## src/rtl/snn_pkg.sv

```systemverilog
// Shared SNN types and widths used by the lif neuron, current sources and rate decoder.
package snn_pkg;

    typedef enum logic {IDLE, COUNT} dec_state_t;

    localparam int SNN_CNT_W = 8;
    localparam int SNN_ISI_W = 8;

endpackage

```

## src/rtl/sat_counter.sv

```systemverilog
// Up-counter that sticks at all-ones instead of wrapping; clr has priority over inc.
module sat_counter #(
    parameter int W = 8
) (
    input  logic         clk,
    input  logic         reset_n,
    input  logic         clr,
    input  logic         inc,
    output logic [W-1:0] q,
    output logic         at_max
);

    logic [W-1:0] q_q;

    assign q      = q_q;
    assign at_max = &q_q;

    always_ff @(posedge clk) begin
        if (!reset_n) begin
            q_q <= '0;
        end else if (clr) begin
            q_q <= '0;
        end else if (inc && !at_max) begin
            q_q <= q_q + 1'b1;
        end
    end

endmodule

```

## src/rtl/spike_rate_decoder.sv

```systemverilog
// Converts a lif spike train into a saturating spike count per back-to-back WINDOW-cycle window.
// Define SPIKE_ISI_EN to add the isi_min port (minimum inter-spike interval per window).
module spike_rate_decoder
    import snn_pkg::*;
#(
    parameter int WINDOW = 256,
    parameter int CNT_W  = SNN_CNT_W
`ifdef SPIKE_ISI_EN
    ,
    parameter int ISI_W  = SNN_ISI_W
`endif
) (
    input  logic             clk,
    input  logic             reset_n,
    input  logic             spike,
    input  logic             enable,
    output logic [CNT_W-1:0] rate,
    output logic             rate_valid,
    input  logic             rate_ready,
    output logic             overrun
`ifdef SPIKE_ISI_EN
    ,
    output logic [ISI_W-1:0] isi_min
`endif
);

    localparam int                WC_W   = $clog2(WINDOW);
    localparam logic [WC_W-1:0]   W_LAST = WC_W'(WINDOW - 1);

    dec_state_t        state_q;
    logic [WC_W-1:0]   wcnt_q;
    logic [CNT_W-1:0]  rate_q;
    logic              rate_valid_q;
    logic              overrun_q;

    logic              start;
    logic              counted;
    logic              close;
    logic [CNT_W-1:0]  scnt;
    logic              scnt_max;
    logic [CNT_W-1:0]  rate_d;

    assign start   = (state_q == IDLE) && enable;
    assign counted = (state_q == COUNT) && enable;
    assign close   = counted && (wcnt_q == W_LAST);

    sat_counter #(.W(CNT_W)) u_scnt (
        .clk     (clk),
        .reset_n (reset_n),
        .clr     (start || close),
        .inc     (counted && spike),
        .q       (scnt),
        .at_max  (scnt_max)
    );

    // The closing cycle's own spike still belongs to the window being reported.
    assign rate_d = (spike && !scnt_max) ? scnt + 1'b1 : scnt;

    always_ff @(posedge clk) begin
        if (!reset_n) begin
            state_q      <= IDLE;
            wcnt_q       <= '0;
            rate_q       <= '0;
            rate_valid_q <= 1'b0;
            overrun_q    <= 1'b0;
        end else begin
            case (state_q)
                IDLE: begin
                    if (enable) begin
                        state_q <= COUNT;
                        wcnt_q  <= '0;
                    end
                end
                COUNT: begin
                    if (!enable) begin
                        state_q <= IDLE;
                    end else begin
                        wcnt_q <= close ? '0 : wcnt_q + 1'b1;
                    end
                end
                default: state_q <= IDLE;
            endcase

            if (close) begin
                rate_q       <= rate_d;
                rate_valid_q <= 1'b1;
                if (rate_valid_q && !rate_ready) begin
                    overrun_q <= 1'b1;
                end
            end else if (rate_valid_q && rate_ready) begin
                rate_valid_q <= 1'b0;
            end
        end
    end

    assign rate       = rate_q;
    assign rate_valid = rate_valid_q;
    assign overrun    = overrun_q;

`ifdef SPIKE_ISI_EN
    localparam logic [ISI_W-1:0] ISI_ONES = {ISI_W{1'b1}};

    logic [ISI_W-1:0] isi_cnt;
    logic             isi_cnt_max;
    logic [ISI_W-1:0] isi_cand;
    logic [ISI_W-1:0] isi_best;
    logic             isi_hit;
    logic             isi_seen_q;
    logic [ISI_W-1:0] isi_run_q;
    logic [ISI_W-1:0] isi_min_q;

    // Holds the number of counted cycles strictly between the previous spike and now.
    sat_counter #(.W(ISI_W)) u_isi (
        .clk     (clk),
        .reset_n (reset_n),
        .clr     (start || close || (counted && spike)),
        .inc     (counted && !spike),
        .q       (isi_cnt),
        .at_max  (isi_cnt_max)
    );

    assign isi_cand = isi_cnt_max ? isi_cnt : isi_cnt + 1'b1;
    assign isi_hit  = counted && spike && isi_seen_q;
    assign isi_best = (isi_hit && (isi_cand < isi_run_q)) ? isi_cand : isi_run_q;

    always_ff @(posedge clk) begin
        if (!reset_n) begin
            isi_seen_q <= 1'b0;
            isi_run_q  <= ISI_ONES;
            isi_min_q  <= ISI_ONES;
        end else if (start || close) begin
            isi_seen_q <= 1'b0;
            isi_run_q  <= ISI_ONES;
            if (close) begin
                isi_min_q <= isi_best;
            end
        end else if (counted && spike) begin
            isi_seen_q <= 1'b1;
            isi_run_q  <= isi_best;
        end
    end

    assign isi_min = isi_min_q;
`endif

endmodule
```

## config.mk

```make
export PLATFORM = sky130hd
export DESIGN_NAME = spike_rate_decoder
export DESIGN_NICKNAME = d
export VERILOG_FILES = /design/src/rtl/snn_pkg.sv /design/src/rtl/sat_counter.sv /design/src/rtl/spike_rate_decoder.sv
export SDC_FILE = /design/constraint.sdc
export NUM_CORES = 1
export LEC_CHECK = 0
export BUFFER_PORTS_ARGS = -buffer_cell sky130_fd_sc_hd__clkbuf_2
export CAP_MARGIN = 20
export CORE_MARGIN = 1
export CORE_UTILIZATION = 60
export CTS_BUF_LIST = sky130_fd_sc_hd__clkbuf_4
export CTS_CLUSTER_DIAMETER = 40
export CTS_CLUSTER_SIZE = 14
export DETAILED_ROUTE_END_ITERATION = 16
export GPL_ROUTABILITY_DRIVEN = 0
export PLACE_DENSITY = 0.9
export SYNTH_ARGS = -nofsm -noshare
export SYNTH_HDL_FRONTEND = slang
export SYNTH_HIERARCHICAL = 1
export SYNTH_SLANG_ARGS = --single-unit
```

## constraint.sdc

```tcl
create_clock -name clk -period 2.22 [get_ports clk]
set_input_delay 0.666 -clock clk [delete_from_list [all_inputs] [get_ports clk]]
set_output_delay 0.666 -clock clk [all_outputs]
set_load 0.01 [all_outputs]
```

==> summary.md <==
| Metric | Value |
|---|---|
| Post-Layout Cell Count | 207 |
| Worst VDD drop | 317 µV |
| First-pass GRT wire length | 5.10 mm |
| Async set or reset register ratio after synthesis | 0% |
| Gr usage total | 26.7% |
| Buf/Inv on CP | 0 |
| Most common cell after layout, fill and taps aside | dfxtp_1 |
| CTS Root Cell | clkbuf_4 |
| DIE WIDTH | 50.3 µm |
| Worst Setup EP | rate[3]$_SDFFE_PN0P_ |
| Arr. time, crit path | 2350 ps |
| CTS tree | yes |
| Area grow syn2layout | 9.57% |
| CTS resizes | 0 |
| Post-Syn Area | 1400 µm² |
| Layout cells sized above 1 | 17.9% |
| Dominant synthesized flop cell | dfxtp_1 |
| IO Pins | 15 |
| Post-Syn Area per Cell | 8.63 µm² |
| Routed wire per std cell | 14.6 µm |
| Initial Util | 63.2% |
| Wirelength, routed | 3.02 mm |
| Crit path kind | reg -> reg |
| Antenna violations before repair | 0 |
| Max-Cap Viols | 0 |
| Hold Crit Start | overrun$_SDFFE_PN0P_ |
| Worst Max-Slew Pin Slew | 463 ps |
| Synth warn | 6 |
| Hold Buf Count CTS | 0 |
| Fin Setup TNS | 0 ps |
| Max Clk Rate | 484 MHz |
| DRC | 0 |
| Pins over their slew limit | 0 |
| Synth area leaders | dfxtp_1 39%, a21oi_1 4.7%, a211oi_2 3.6% |
| Final count of hold timing violations | 0 |
| CP Depth | 7 |
| Mapped Cells | 162 |
| Routed vias | 1302 |
| Nets | 188 |
| Tot Pwr | 0.000750 W |
| Slew headroom | 69.1% |
| GRT overflow | 0 |
| Leak Pwr | 0.558 nW |
| CTS buffer count | 3 |
| RSZ-0062 raised after global routing | false |
| R2R Path End | rate[3]$_SDFFE_PN0P_ |
| CP delay by family, top | simple AND/OR/NAND/NOR gates |
| Commonest non-fill, non-tap cells in the layout | 27 x dfxtp_1, 14 x clkbuf_2, 13 x nand2_1, 13 x a21oi_1, 12 x nor2_1 |
| Clock Sinks | 27 |
| Number of post-CTS setup repair buffers | 0 |
| Worst hold slack | 521 ps |
| H-tree Lvls | 1 |
| Yosys reg bits | 27 |
| Multiplexer area fraction after synthesis | 2.86% |
| Tmin final | 2060 ps |
| WP data required | 2500 ps |
| Worst setup path start | u_scnt/q[0]$_SDFFE_PP0P_ |
| Register area share after synthesis | 38.6% |
| Clk Latency, worst-skew pair | 340 ps |
| Final Skew | 20.4 ps |
| Synth top area share | 38.6% |
| CP Max Fanout | 9 |
| Row cnt | 17 |
| Initial detailed-routing violation count | 68 |
| XOR/XNOR Fraction of Synth Area | 4.38% |
| CP Cell Sequence | ha_1 -> and3_1 -> and2_1 -> nor2b_1 -> nand4_1 -> xor2_1 -> a21oi_1 |
| R2r worst-path depth | 7 |
| PD cells | 490 nW/µm² |
| N_diodes | 0 |
| Register Area | 541 µm² |
| Reg2reg setup slack | 160 ps |
| Clock-pin slew on the worst setup and hold paths | 160 ps |
| Worst hold path type | reg -> reg |
| Status | complete, no violations |
| Die Area | 2530 µm² |
| Clock buffer depth | 2 |
| CP max-delay cell | dfxtp_1 |
| Post-Synth Simple-Gate Area | 28.8% |
| Post-DRT Antenna Nets | 0 |
| DPL Wire Length | 2.23 mm |
| RR Startpoint | u_scnt/q[0]$_SDFFE_PP0P_ |
| Largest net degree at the start of global routing | 19 |
| Critical Path Start Type | flop |
| Leading area contributor after synthesis | dfxtp_1 |
| Syn nets | 170 |
| Synth cell types | 44 |
| Vias per cell | 6.29 |
| Final setup viols | 0 |
| Number of flops mapped to enable cells by yosys | 0 |
| CP peak stage delay | 420 ps |
| Final Cycle Share | 93.0% |
| Adder-cell area share of the yosys netlist | 2.68% |
| Dpl cells | 203 |
| Die Y | 50.3 µm |
| Vias in the first global route | 1157 |
| Combinational family with the most area after synthesis | simple AND/OR/NAND/NOR gates |
| Complex-gate fraction of the synthesized area | 19.6% |
| Layout fillers | 171 |
| TritonRoute pass-1 iters | 4 |
| CP Capture Type | flop |
| Footprint of the multi-input gates | 816 µm² |
| Port-buffer cells | 14 |
| Core box area | 2210 µm² |
cells in the mapped netlist, types with 4 or more instances:
library cell,number
a211oi_2,4
a21oi_1,13
dfxtp_1,27
inv_1,5
mux2i_1,4
nand2_1,13
nand3_1,8
nand4_1,7
nor2_1,12
nor3_1,8
o21ai_0,10
xnor2_1,4
worst reg2reg max path, cell delays in order, from the launching register on:
cell and delay (ps):
dfxtp_1 420, ha_1 300, and3_1 260, and2_1 200, nor2b_1 320, nand4_1 180
xor2_1 190, a21oi_1 160
metal layers:
layer	part of all wire, %	global-route usage, %
met4	2.3	12.9
met2	52	48.2
met3	4.3	2.73
met1	41	31.0
met5	0	0
power breakdown:
part           leakage, nW  internal, W  switching [W]
combinational        0.326    0.0000132      0.0000265
sequential           0.218     0.000487     0.00000288
clock               0.0139    0.0000692       0.000152
total                0.558     0.000569       0.000181
worst min path at each step:
stage / end / slack (ps) / cells after the start
after floorplan: wcnt_q[5]$_SDFFE_PN0P_ / 490 / 2
final: overrun$_SDFFE_PN0P_ / 520 / 2
after detailed placement: overrun$_SDFFE_PN0P_ / 490 / 2
after global placement: overrun$_SDFFE_PN0P_ / 450 / 2
after CTS: overrun$_SDFFE_PN0P_ / 520 / 2
after global routing: overrun$_SDFFE_PN0P_ / 550 / 2
state kept, by name, indices dropped and copies added (netlist names):
signal / cells
rate: 8
u_scnt/q: 8
wcnt_q: 8
overrun: 1
rate_valid: 1
state_q: 1
through the flow:
| step | setup slack, ps | util [%] | cell area [µm²] |
|---|---|---|---|
| 3_5_place_dp | 198 | 67.9 | 1500 |
| 4_1_cts | 197 | 69.3 | 1530 |
| 6_report | 155 | 69.3 | 1530 |
| 5_1_grt | 61.5 | 69.3 | 1530 |
| 3_3_place_gp | 356 | 67.9 | 1500 |
| 2_1_floorplan | 467 | - | 1400 |
cells by family after synthesis:
group / count (synthesis)
xor+xnor: 7
fa+ha+maj: 3
compound gates: 40
buf+inv: 9
mux: 4
flops: 27
simple gates: 72
cell type report:
type                       count  share of cell area (%)
multi-input combinational    126                    53.2
sequential                    27                    35.3
timing repair buffer          17                    6.04
tap                           28                    2.29
clock buffer                   3                    1.47
inverter                       5                    1.22
clock inverter                 1                   0.490
Note: power is estimated with default switching activity, not from simulation.
